--- config.mk ---
export PLATFORM = sky130hd
export DESIGN_NAME = regfile_wb_queue_flat
export DESIGN_NICKNAME = d
export VERILOG_FILES = /design/src/rtl/regfile_wb_queue_pkg.sv /design/src/rtl/regfile_wb_queue_if.sv /design/src/rtl/regfile_wb_queue_store.sv /design/src/rtl/regfile_wb_queue.sv /design/src/flat_wrapper.sv
export SDC_FILE = /design/constraint.sdc
export NUM_CORES = 1
export LEC_CHECK = 0
export CAP_MARGIN = 10
export CORE_UTILIZATION = 57
export CTS_CLUSTER_SIZE = 40
export DETAILED_ROUTE_END_ITERATION = 10
export GPL_TIMING_DRIVEN = 0
export PLACE_DENSITY = 0.82
export SLEW_MARGIN = 30
export SYNTH_ARGS = -nofsm -noshare
export SYNTH_HDL_FRONTEND = slang
export SYNTH_SLANG_ARGS = --single-unit
--- constraint.sdc ---
create_clock -name clk -period 6.2 [get_ports clk]
set_input_delay 0.93 -clock clk [delete_from_list [all_inputs] [get_ports clk]]
set_output_delay 0.93 -clock clk [all_outputs]
set_load 0.02 [all_outputs]
--- src/rtl/regfile_wb_queue_pkg.sv ---
// Shared types and widths for the register-file writeback queue.
package regfile_wb_queue_pkg;

    localparam int unsigned XLEN     = 64;
    localparam int unsigned NUM_REGS = 32;
    localparam int unsigned AW       = $clog2(NUM_REGS);

    // One pending register-file write.
    typedef struct packed {
        logic [AW-1:0]   rd;
        logic [XLEN-1:0] data;
    } wb_req_t;

endpackage

--- src/rtl/regfile_wb_queue_if.sv ---
// Writeback request handshake plus the register-file write port.
interface regfile_wb_queue_if;
    import regfile_wb_queue_pkg::*;

    logic            wb_valid;
    logic            wb_ready;
    logic [AW-1:0]   wb_rd;
    logic [XLEN-1:0] wb_data;

    logic            rf_RegWrite;
    logic [AW-1:0]   rf_rd;
    logic [XLEN-1:0] rf_WriteData;

    // Datapath / register-file side.
    modport master (
        output wb_valid, wb_rd, wb_data,
        input  wb_ready, rf_RegWrite, rf_rd, rf_WriteData
    );

    // Queue side.
    modport slave (
        input  wb_valid, wb_rd, wb_data,
        output wb_ready, rf_RegWrite, rf_rd, rf_WriteData
    );

endinterface

--- src/rtl/regfile_wb_queue_store.sv ---
// In-order entry storage with valid bits, pointers, occupancy count and
// youngest-match forwarding search for two read addresses.
module regfile_wb_queue_store
    import regfile_wb_queue_pkg::*;
#(
    parameter  int unsigned DEPTH = 4,
    localparam int unsigned PW    = $clog2(DEPTH),
    localparam int unsigned CW    = PW + 1
) (
    input  logic            clk,
    input  logic            rst_n,
    input  logic            i_push,
    input  wb_req_t         i_push_req,
    input  logic            i_pop,
    input  logic [AW-1:0]   i_rs1,
    input  logic [AW-1:0]   i_rs2,
    output wb_req_t         o_head,
    output logic [CW-1:0]   o_count,
    output logic            o_fwd1_hit,
    output logic [XLEN-1:0] o_fwd1_data,
    output logic            o_fwd2_hit,
    output logic [XLEN-1:0] o_fwd2_data
);

    wb_req_t          r_mem [DEPTH];
    logic [DEPTH-1:0] r_valid;
    logic [PW-1:0]    r_head;
    logic [PW-1:0]    r_tail;
    logic [CW-1:0]    r_count;

    // Pointer, valid-bit and occupancy bookkeeping; pointers wrap naturally.
    always_ff @(posedge clk or negedge rst_n) begin
        if (!rst_n) begin
            r_head  <= '0;
            r_tail  <= '0;
            r_count <= '0;
            r_valid <= '0;
        end else begin
            if (i_push) begin
                r_valid[r_tail] <= 1'b1;
                r_tail          <= r_tail + PW'(1);
            end
            if (i_pop) begin
                r_valid[r_head] <= 1'b0;
                r_head          <= r_head + PW'(1);
            end
            if (i_push && !i_pop) begin
                r_count <= r_count + CW'(1);
            end else if (!i_push && i_pop) begin
                r_count <= r_count - CW'(1);
            end
        end
    end

    // Payload needs no reset: it is only observed through a set valid bit.
    always_ff @(posedge clk) begin
        if (i_push) begin
            r_mem[r_tail] <= i_push_req;
        end
    end

    // Walk oldest to youngest so a later match overrides an earlier one.
    always_comb begin
        logic [PW-1:0] w_idx;
        w_idx       = '0;
        o_fwd1_hit  = 1'b0;
        o_fwd1_data = '0;
        o_fwd2_hit  = 1'b0;
        o_fwd2_data = '0;
        for (int unsigned i = 0; i < DEPTH; i++) begin
            w_idx = r_head + PW'(i);
            if (r_valid[w_idx] && (i_rs1 != '0) && (r_mem[w_idx].rd == i_rs1)) begin
                o_fwd1_hit  = 1'b1;
                o_fwd1_data = r_mem[w_idx].data;
            end
            if (r_valid[w_idx] && (i_rs2 != '0) && (r_mem[w_idx].rd == i_rs2)) begin
                o_fwd2_hit  = 1'b1;
                o_fwd2_data = r_mem[w_idx].data;
            end
        end
    end

    assign o_head  = r_mem[r_head];
    assign o_count = r_count;

endmodule

--- src/rtl/regfile_wb_queue.sv ---
// Writeback queue: accepts (rd, data) requests, buffers them in order and
// drains one per cycle into the register file, forwarding pending values.
module regfile_wb_queue
    import regfile_wb_queue_pkg::*;
#(
    parameter  int unsigned DEPTH = 4,
    localparam int unsigned CW    = $clog2(DEPTH) + 1
) (
    input  logic                 clk,
    input  logic                 rst_n,
    regfile_wb_queue_if.slave    wb_if,
    input  logic                 i_hold,
    input  logic [AW-1:0]        i_rs1,
    input  logic [AW-1:0]        i_rs2,
    output logic                 o_fwd1_hit,
    output logic [XLEN-1:0]      o_fwd1_data,
    output logic                 o_fwd2_hit,
    output logic [XLEN-1:0]      o_fwd2_data,
    output logic [CW-1:0]        o_count,
    output logic                 o_empty
);

    logic          w_ready;
    logic          w_push;
    logic          w_pop;
    wb_req_t       w_push_req;
    wb_req_t       w_head;
    logic [CW-1:0] w_count;

    // Handshake and drain decisions; ready looks only at stored occupancy
    // (gated by reset so nothing is offered while held in reset).
    always_comb begin
        w_ready         = rst_n && (w_count < CW'(DEPTH));
        w_pop           = (w_count != '0) && !i_hold;
        // Writes to x0 complete the handshake but are never queued.
        w_push          = wb_if.wb_valid && w_ready && (wb_if.wb_rd != '0);
        w_push_req.rd   = wb_if.wb_rd;
        w_push_req.data = wb_if.wb_data;
    end

    // Register-file port shows the head entry only while committing.
    always_comb begin
        wb_if.rf_RegWrite  = w_pop;
        wb_if.rf_rd        = '0;
        wb_if.rf_WriteData = '0;
        if (w_pop) begin
            wb_if.rf_rd        = w_head.rd;
            wb_if.rf_WriteData = w_head.data;
        end
    end

    assign wb_if.wb_ready = w_ready;
    assign o_count        = w_count;
    assign o_empty        = (w_count == '0);

    regfile_wb_queue_store #(
        .DEPTH (DEPTH)
    ) u_store (
        .clk         (clk),
        .rst_n       (rst_n),
        .i_push      (w_push),
        .i_push_req  (w_push_req),
        .i_pop       (w_pop),
        .i_rs1       (i_rs1),
        .i_rs2       (i_rs2),
        .o_head      (w_head),
        .o_count     (w_count),
        .o_fwd1_hit  (o_fwd1_hit),
        .o_fwd1_data (o_fwd1_data),
        .o_fwd2_hit  (o_fwd2_hit),
        .o_fwd2_data (o_fwd2_data)
    );

endmodule
--- src/flat_wrapper.sv ---
// flat-port wrapper written by rule: the top's interface ports become plain ports
module regfile_wb_queue_flat import regfile_wb_queue_pkg::*;
#(
    parameter  int unsigned DEPTH = 4,
    localparam int unsigned CW    = $clog2(DEPTH) + 1
)
  (clk, rst_n, i_hold, i_rs1, i_rs2, o_fwd1_hit, o_fwd1_data, o_fwd2_hit, o_fwd2_data, o_count, o_empty, wb_if_wb_valid, wb_if_wb_rd, wb_if_wb_data, wb_if_wb_ready, wb_if_rf_RegWrite, wb_if_rf_rd, wb_if_rf_WriteData);
  regfile_wb_queue_if wb_if_i ();
  input  logic clk;
  input  logic rst_n;
  input  logic i_hold;
  input  logic [AW-1:0] i_rs1;
  input  logic [AW-1:0] i_rs2;
  output logic o_fwd1_hit;
  output logic [XLEN-1:0] o_fwd1_data;
  output logic o_fwd2_hit;
  output logic [XLEN-1:0] o_fwd2_data;
  output logic [CW-1:0] o_count;
  output logic o_empty;
  input wire logic [$bits(wb_if_i.wb_valid)-1:0] wb_if_wb_valid;
  input wire logic [$bits(wb_if_i.wb_rd)-1:0] wb_if_wb_rd;
  input wire logic [$bits(wb_if_i.wb_data)-1:0] wb_if_wb_data;
  output wire logic [$bits(wb_if_i.wb_ready)-1:0] wb_if_wb_ready;
  output wire logic [$bits(wb_if_i.rf_RegWrite)-1:0] wb_if_rf_RegWrite;
  output wire logic [$bits(wb_if_i.rf_rd)-1:0] wb_if_rf_rd;
  output wire logic [$bits(wb_if_i.rf_WriteData)-1:0] wb_if_rf_WriteData;
  assign wb_if_i.wb_valid = wb_if_wb_valid;
  assign wb_if_i.wb_rd = wb_if_wb_rd;
  assign wb_if_i.wb_data = wb_if_wb_data;
  assign wb_if_wb_ready = wb_if_i.wb_ready;
  assign wb_if_rf_RegWrite = wb_if_i.rf_RegWrite;
  assign wb_if_rf_rd = wb_if_i.rf_rd;
  assign wb_if_rf_WriteData = wb_if_i.rf_WriteData;
  regfile_wb_queue #(.DEPTH(DEPTH)) u_core (.clk(clk), .rst_n(rst_n), .wb_if(wb_if_i), .i_hold(i_hold), .i_rs1(i_rs1), .i_rs2(i_rs2), .o_fwd1_hit(o_fwd1_hit), .o_fwd1_data(o_fwd1_data), .o_fwd2_hit(o_fwd2_hit), .o_fwd2_data(o_fwd2_data), .o_count(o_count), .o_empty(o_empty));
endmodule
## Word-level counts from Yosys, hierarchy flattened

Memory sizes are Yosys's and may differ from the RTL's.
Index checks and enable logic that the tools add are counted.

- Order comparisons: 8
- $add $sub $neg: 6
- Multiplexer cells: 36
- Bitwise logic cells: 3
- Eq/ne operators: 8
- Reductions and logical operators: 33

Operators by type and width:

| cell | count |
|---|---|
| 64-bit two-way mux | 9 |
| 5-bit == test | 8 |
| 1-bit logical AND | 24 |
| 1-bit two-way mux | 16 |
| 2-bit by 3-bit less-than comparator with 1-bit output (second input constant) | 5 |
| 5-bit nonzero test | 3 |
| 1-bit binary-select mux with 2-bit select | 4 |
| 4-bit two-way mux | 2 |
| 3-bit two-way mux | 2 |
| 5-bit two-way mux | 1 |
| 2-bit by 1-bit adder with 2-bit output (second input constant) | 2 |
| 2-bit adder (second input constant) | 2 |
| 4-bit bitwise AND | 1 |
| 1-bit demux with 2-bit select | 2 |
| 2-bit by 1-bit greater-or-equal comparator with 1-bit output (second input constant) | 2 |
| 4-bit inverter | 1 |
| 4-bit bitwise OR | 1 |
| 3-bit by 1-bit adder with 3-bit output (second input constant) | 1 |
| 1-bit logical NOT | 3 |
| 3-bit logical NOT | 1 |
| 3-bit less-than comparator (second input constant) | 1 |
| 3-bit nonzero test | 1 |
| 3-bit by 1-bit subtractor with 3-bit output (second input constant) | 1 |
| 2-bit nonzero test | 1 |

- Output and inout bits: 205
- Memories: 1
- RAM bits: 276
- Input port bits: 83
- Flip-flop bits (word level): 11

Memory list:

| name | depth | bits a word | rd ports | clocked after Yosys merged registers in | write ports | RTL line | source |
|---|---|---|---|---|---|---|---|
| u_core.u_store.r_mem | 4 | 69 | 4 | 0 | 1 | regfile_wb_queue_store.sv:25 | `wb_req_t r_mem [DEPTH];` |

## Longest topological paths before layout

- Depth in word-level cells: 8
- Gate-level depth with buffers: 16

## Modules after synthesis

From an unflattened synthesis, not the netlist that was laid out.

- Cell total of the unflattened synthesis: 1448
- Area total of the unflattened synthesis: 20528.4 um^2

By module, submodules not included:

| module | instances | area an instance (um^2) | cells an instance |
|---|---|---|---|
| regfile_wb_queue_store | 1 | 19907.8 | 1359 |
| regfile_wb_queue | 1 | 620.6 | 89 |

## Least setup slack after synthesis

Ideal clock, no wire load.

- Path kind: register to output
- Start: register u_core.u_store.r_head[1]
- End: output port o_fwd1_data[12]
- Data arrival time: 4253 ps
- Setup slack: 1017 ps
- Cell stages (with the launch flop): 16
- Required time: 5270 ps
- Cell sequence: dfrtp_1 buf_2 buf_2 buf_2 buf_1 inv_1 ha_1 buf_4 mux4_2 xnor2_1 nand4_1 or2_1 buf_2 buf_2 mux2i_1 a211oi_1

- Word-level cells in the longest chain between the ends: 8

Ends and longest elaborated chain:

| what | RTL line | source |
|---|---|---|
| start: declaration | regfile_wb_queue_store.sv:27 | `logic [PW-1:0] r_head;` |
| start signal: assignment | regfile_wb_queue_store.sv:45 | `r_head <= r_head + PW'(1);` |
| parallel branches: the longest is 7 deep, another holds memory read 4 x 69 bit | -- |  |
| 64-bit two-way mux * | regfile_wb_queue_store.sv:72 | `if (r_valid[w_idx] && (i_rs1 != '0) && (r_mem[w_idx].rd == i_rs1)) begin` |
| end: declaration | flat_wrapper.sv:15 | `output logic [XLEN-1:0] o_fwd1_data;` |

Mark *: on every way between the ends. The select of a mux whose other input is x is not followed.

## Worst setup path in the final report

- Start: register u_core.u_store.r_head[1]
- End: output port o_fwd1_data[1]

Same word-level chain as after synthesis.

==> impl_results.md <==
* Critical register-to-register path endpoint: u_core.u_store.o_count[1]$_DFFE_PN0P_
* Worst-margin pin slew at about 0.97 ns
* Mapped cell area at about 21000 sq um
* Critical Path Most Common Cell: buf_4
* Die Y at 195 um
* Post-synthesis average cell area at between 10 and 15 sq um
* EDFF count, synth at 276
* Met2 Track Usage GR at 0.612
* Met3 usage at 0.153
* DRT Wirelength at a little under 80000 um
* Antenna violations before repair at 7
* Synthesis warning total at 0
* Final period util at 0.998
* Data required time of the worst path at 5.27 ns
* P_leak at just over 9 nW
* Max-capacitance violation count at 0
* Slowest stage delay, CP at 0.70 ns
* Final min period at ~6.2 ns
* Crit end category: primary output
* Synth cell types at 45
* DIE WIDTH at 195 um
* Asr flop ratio synth at 0.0383
* Ys flop type: edfxtp_1
* Area Overhead vs Synth at 22.5%
* Layer carrying the most global-route usage: met2
* Final non-filler cell area at about 26000 sq um
* Hold path cells at 1
* Worst-case hold path end point: u_core.u_store.o_count[2]$_DFFE_PN0P_
* Initial Util at 0.578
* Total CTS buffers at 31
* 1st-iter DRT viols at between 3000 and 4000
* Row count at 70
* Reg2reg start: u_core.u_store.o_count[2]$_DFFE_PN0P_
* Num ports at 288
* Crit Path Max Fanout at 19
* Placer Congestion at ~0.94
* Fmax at approximately 160 MHz
* DR WL/cell at ~32 um
* Core Box Area at around 37000 sq um
* Worst hold start: u_core.u_store.o_count[2]$_DFFE_PN0P_
* PortBufs at 277
* Synth Register Bits at between 200 and 300
* Final Hold Fails at 0
* Clk sink count at approximately 290
* Clock Tree Root: clkbuf_16
* Final setup viols at 0
* Post-synthesis cell count at about 1700
* Largest area contributor in the netlist: edfxtp_1
* CP arrival at around 5.3 ns
* DP HPWL at 52800 um
* Vias in the first global route at ~19000
* Clock tree buffer depth at 3
* PwrDens at approximately 480 nW/um^2
* Hold slack at 0.574 ns
* CTS tree: built
* Met1 Use GR at 0.533
* Reg2Reg Depth at 8
* Synth top area cells: edfxtp_1, mux4_2, nor3_1
* Clk_skew at ~0.024 ns
* Die area at around 38000 sq um
* Status: finished, final reports clean
* Post-DP Area at 24700 sq um
* GRT Overall Usage at 0.414
* Synth Net Count at between 1500 and 2000
* Synth top area share at 0.391
* H-tree Lvls at 1
* Routed via count at 19300
* Hold Path Class: reg -> reg
* VDD IR-drop max at about 0.37 mV
* Slew Limit Fails at 0
* First-pass detailed-route iteration total at 8
* Startpoint Class: flip-flop
* Clk_lat worst skew at roughly 0.60 ns
* Post-synthesis sequential area ratio at 0.404
* Slew HR at 0.356
* Critical path class: reg -> out
* Total gr overflow at 0
* Largest net degree at the start of global routing at 38
* Routed vias/inst at around 7.7
* Fraction of layout cells with a size suffix above 1 at 0.248
* Worst path cell trace: buf_4 > buf_4 > buf_12 > inv_1 > ha_1 > buf_4 > mux4_2 > xnor2_1 > nand4_1 > buf_4 > or2_1 > buf_2 > a31oi_1 > a211oi_1 > clkdlybuf4s50_1
* RSZ-0062 raised after global routing: no
* Remaining antenna violation count at 0
* Clock transition at path regs at 0.06 ns
* First-pass GRT wire length at 116000 um
* Crit-path slowest cell: clkdlybuf4s50_1
* Reg-to-reg slack, setup at between 2 and 2.5 ns
* Nets@finish at between 2000 and 2500
* # DRC at 0
## worst max-delay path, delay by kind of cell, from the launching register on
kind                       cells  cell delay [ns]
adders and majority gates      1             0.30
xor gates and xnor gates       1             0.17
AOI/OAI and AO/OA              2             0.63
DFF                            1             0.44
and+or+nand+nor                2             0.24
muxes                          1             0.59
buffers and inverters          8             2.29
## stage by stage
step	util	instances	power [W]	setup slack, ns	setup TNS, ns
floorplan	-	1682	0.00777	1.02	0
global placement	0.670	2427	0.0101	-1.02	-95.77
detailed placement	0.673	2431	0.0102	-1.01	-92.74
CTS	0.706	2487	0.0121	0.0154	0
global route	0.708	2487	0.0128	0.00857	0
finish	0.708	2489	0.0124	0.0112	0
## cell type report
type / count / area [sq um]
multi-input combinational: 1154 / 11700
buffer: 182 / 993
fill: 2472 / 10700
clock inverter: 16 / 166
timing repair buffer: 286 / 2850
sequential: 287 / 8560
tap: 468 / 586
clock buffer: 38 / 822
antenna: 4 / 10.0
inverter: 54 / 206
## logic make-up (layout without fill, tap and decap cells)
family | after synthesis | in the layout | share of synthesized area
and+or+nand+nor | 519 | 519 | 0.118
muxes | 312 | 312 | 0.305
DFF | 287 | 287 | 0.404
buffers and inverters | 241 | 576 | 0.0508
other | 0 | 4 | 0
AOI/OAI and AO/OA | 268 | 268 | 0.0966
xor gates and xnor gates | 45 | 45 | 0.0197
adders and majority gates | 10 | 10 | 0.00626
## cells in the mapped netlist, types with 2 or more instances
| cell | instances |
|---|---|
| buf_1 | 15 |
| inv_1 | 53 |
| xnor2_2 | 3 |
| a211o_1 | 45 |
| nand2_1 | 26 |
| a2bb2oi_1 | 4 |
| xor2_1 | 6 |
| or2_1 | 2 |
| o31ai_1 | 4 |
| buf_4 | 3 |
| nand4_2 | 2 |
| o211ai_1 | 17 |
| nor2_1 | 154 |
| a211oi_1 | 68 |
| and2_1 | 57 |
| ha_1 | 9 |
| clkbuf_1 | 86 |
| nor3_1 | 240 |
| buf_2 | 74 |
| and3_1 | 2 |
| or2_2 | 2 |
| buf_6 | 9 |
| nand4_1 | 5 |
| edfxtp_1 | 276 |
| a22o_1 | 60 |
| dfrtp_1 | 11 |
| nand3_1 | 23 |
| a31oi_1 | 48 |
| mux2_2 | 17 |
| mux4_2 | 264 |
| mux2i_1 | 31 |
| xnor2_1 | 36 |
| o21ai_0 | 18 |
## routing by layer
layer	vias to the layer above	share of wire
li1	7456	-
met1	9104	0.32
met2	2191	0.44
met3	501	0.17
met4	6	0.067
met5	-	0.00041
## report_power, final
group	switching, W	total, W	leakage [nW]	internal [W]
sequential	0.000149	0.00246	2.63	0.00231
clock	0.000801	0.00186	0.480	0.00106
combinational	0.00464	0.00811	5.97	0.00347
total	0.00559	0.0124	9.07	0.00684
## registers in the layout, indices dropped and copies added (netlist names)
name                    count
u_core.u_store.r_tail       2
u_core.u_store.r_valid      4
u_core.u_store.r_head       2
u_core.u_store.r_mem      276
u_core.u_store.o_count      3
## worst max-delay path by stage
stage / start / end / slack, ns / depth (start not counted)
2_1_floorplan: u_core.u_store.r_head[1]$_DFFE_PN0N_ / o_fwd1_data[12] / 1.02 / 15
4_1_cts: u_core.u_store.r_head[1]$_DFFE_PN0N_ / o_fwd2_data[63] / 0.02 / 14
6_report: u_core.u_store.r_head[1]$_DFFE_PN0N_ / o_fwd1_data[1] / 0.01 / 15
3_5_place_dp: u_core.u_store.r_head[1]$_DFFE_PN0N_ / o_fwd1_data[30] / -1.01 / 16
5_1_grt: u_core.u_store.r_head[1]$_DFFE_PN0N_ / o_fwd2_data[32] / 0.009 / 15
3_3_place_gp: u_core.u_store.r_head[1]$_DFFE_PN0N_ / o_fwd1_data[36] / -1.02 / 16
## what timing repair did
item,4_1_cts,5_1_grt
pin swaps,3,1
setup endpoints to repair,130,106
hold buffers,0,0
setup buffers,5,0
cloned,0,0
gates resized for setup,129,45
## cell usage in the layout (no fill, tap or decap), drive strengths merged, types with 10 or more instances in the layout
cell	count
edfxtp	276
a211o	45
nor2	155
buf	100
clkdlybuf4s50	220
mux4	264
o211ai	17
a211oi	68
nand3	23
clkbuf	130
clkinv	10
dfrtp	11
and2	57
a22o	60
xnor2	39
dlygate4sd2	54
inv	54
a31oi	48
mux2	17
nor3	240
nand2	26
o21ai	18
mux2i	31
Power figures use the tool's default switching activity.
==> patch, RTL diff (same settings) <==
Change the package constant `NUM_REGS` from 32 to 64.
--- a/src/rtl/regfile_wb_queue_pkg.sv
+++ b/src/rtl/regfile_wb_queue_pkg.sv
@@ -3,5 +3,5 @@
 
     localparam int unsigned XLEN     = 64;
-    localparam int unsigned NUM_REGS = 32;
+    localparam int unsigned NUM_REGS = 64;
     localparam int unsigned AW       = $clog2(NUM_REGS);
 
Ports: changed (resized i_rs1, i_rs2, wb_if_rf_rd and wb_if_wb_rd); port bits go from 288 to 292. No check against the original RTL was run, so the function may have changed too.
==> patch against the unedited design <==
- sequential cell count grew 4
- worst setup slack gained 0.11 ns
- power shrank 7.6%
- wire length shrank 14%
- area after synthesis shrank 2.8%
- global-route usage shrank 4.6 points
- count of clock-buffer cells in the layout grew 2
- final area shrank 2.0%
- largest power group unchanged
==> patch: results (changes against the unedited design) <==
{
  "netlist_top_cells_count": {"value": "280 x sky130_fd_sc_hd__edfxtp_1, 280 x sky130_fd_sc_hd__mux4_2, 136 x sky130_fd_sc_hd__nand2_1, 87 x sky130_fd_sc_hd__mux2i_1, 76 x sky130_fd_sc_hd__and2_1", "change": "was 276 x sky130_fd_sc_hd__edfxtp_1, 264 x sky130_fd_sc_hd__mux4_2, 240 x sky130_fd_sc_hd__nor3_1, 154 x sky130_fd_sc_hd__nor2_1, 86 x sky130_fd_sc_hd__clkbuf_1"},
  "post_synth_fa_ha_maj_area_fraction": {"value": 0.644, "unit": "%", "change": "was 0.626%"},
  "via_count": {"value": 16900, "change": "was 19.3k"},
  "pre_cts_slack": {"value": -1.10, "unit": "ns", "change": "was -1.01 ns"},
  "worstRegToRegCells": {"value": 13, "change": "was 8"},
  "synthXorXnorAreaFrac": {"value": 2.51, "unit": "%", "change": "was 1.97%"},
  "clock_tree_area_fraction": {"value": 4.06, "unit": "%", "change": "was 3.81%"},
  "pg_comb": {"value": 7.10, "unit": "mW", "change": "was 8.11 mW"},
  "multi_input_gates": {"value": 991, "change": "was 1154"},
  "max_reg_flops": {"value": 280, "change": "was 276"},
  "buffer_area_share": {"value": 15.7, "unit": "%", "change": "was 14.8%"},
  "fraction_of_synthesized_area_in_multiplexers": {"value": 35.2, "unit": "%", "change": "was 30.5%"},
  "hold_ws": {"value": 0.541, "unit": "ns", "change": "was 0.574 ns"},
  "drive_gt1_share": {"value": 25.9, "unit": "%", "change": "was 24.8%"},
  "final_net_count": {"value": 1858, "change": "was 2089"},
  "max-slew-margin-rel": {"value": 37.5, "unit": "%", "change": "was 35.6%"},
  "clk_latency": {"value": 0.53, "unit": "ns", "change": "was 0.60 ns"},
  "synthesis.nets": {"value": 1533, "change": "was 1775"},
  "seq_power_share": {"value": 21.8, "unit": "%", "change": "was 19.8%"},
  "run_status": {"value": "finished clean", "change": "unchanged"},
  "layout.sequential_cells": {"value": 291, "change": "was 287"},
  "num-fill-cells": {"value": 2311, "change": "was 2472"},
  "hpwl": {"value": 45800, "unit": "microns", "change": "was 52800 microns"},
  "drt-vias-per-instance": {"value": 7.52, "change": "was 7.74"},
  "place_inst": {"value": 2183, "change": "was 2431"},
  "ctsHtreeMaxLevel": {"value": 2, "change": "was 1"},
  "static-leakage-power": {"value": 9.45, "unit": "nW", "change": "was 9.07 nW"},
  "first_global_vias": {"value": 16500, "change": "was 18.9k"},
  "finClkSkew": {"value": 0.0217, "unit": "ns", "change": "was 0.0243 ns"},
  "synth_area_in_compound_gates": {"value": 9.11, "unit": "%", "change": "was 9.66%"},
  "cts_made_buffers": {"value": 34, "change": "was 31"},
  "post_drt_wl_per_cell": {"value": 30.0, "unit": "microns", "change": "was 31.5 microns"},
  "netlist-cell-type-count": {"value": 57, "change": "was 45"},
  "n_clock_buffer": {"value": 40, "change": "was 38"},
  "critPathArrivalTime": {"value": 5.15, "unit": "ns", "change": "was 5.26 ns"}
}
[patch: changes by cell type after synthesis, sizes merged, moves of 48 or more]
cell    change
o22ai      +64
nand2     +111
nor2      -142
o21ai      +48
nor3      -233
a22o       -60
a211oi     -67
mux2i      +57
a22oi      +63
[patch: worst max-delay path by stage]
stage | startpoint | endpoint | slack, ns | depth (start not counted)
after global placement | u_core.u_store.r_head[1] | o_fwd1_data[28] | -1.07 | 18
final | u_core.u_store.r_head[1] | o_fwd1_data[61] | 0.12 | 16
after detailed placement | u_core.u_store.r_head[1] | o_fwd1_data[28] | -1.10 | 18
after floorplan | u_core.u_store.r_head[1] | o_fwd2_data[10] | 1.00 | 18
after global routing | u_core.u_store.r_head[1] | o_fwd2_data[41] | -0.04 | 17
after CTS | u_core.u_store.r_head[1] | o_fwd2_data[3] | 0.001 | 16
[patch: what timing repair did]
action / in CTS / in global routing
setup endpoints to repair: 130 / 108
setup buffers: 2 / 3
pin swaps: 2 / 2
resized for setup: 53 / 67
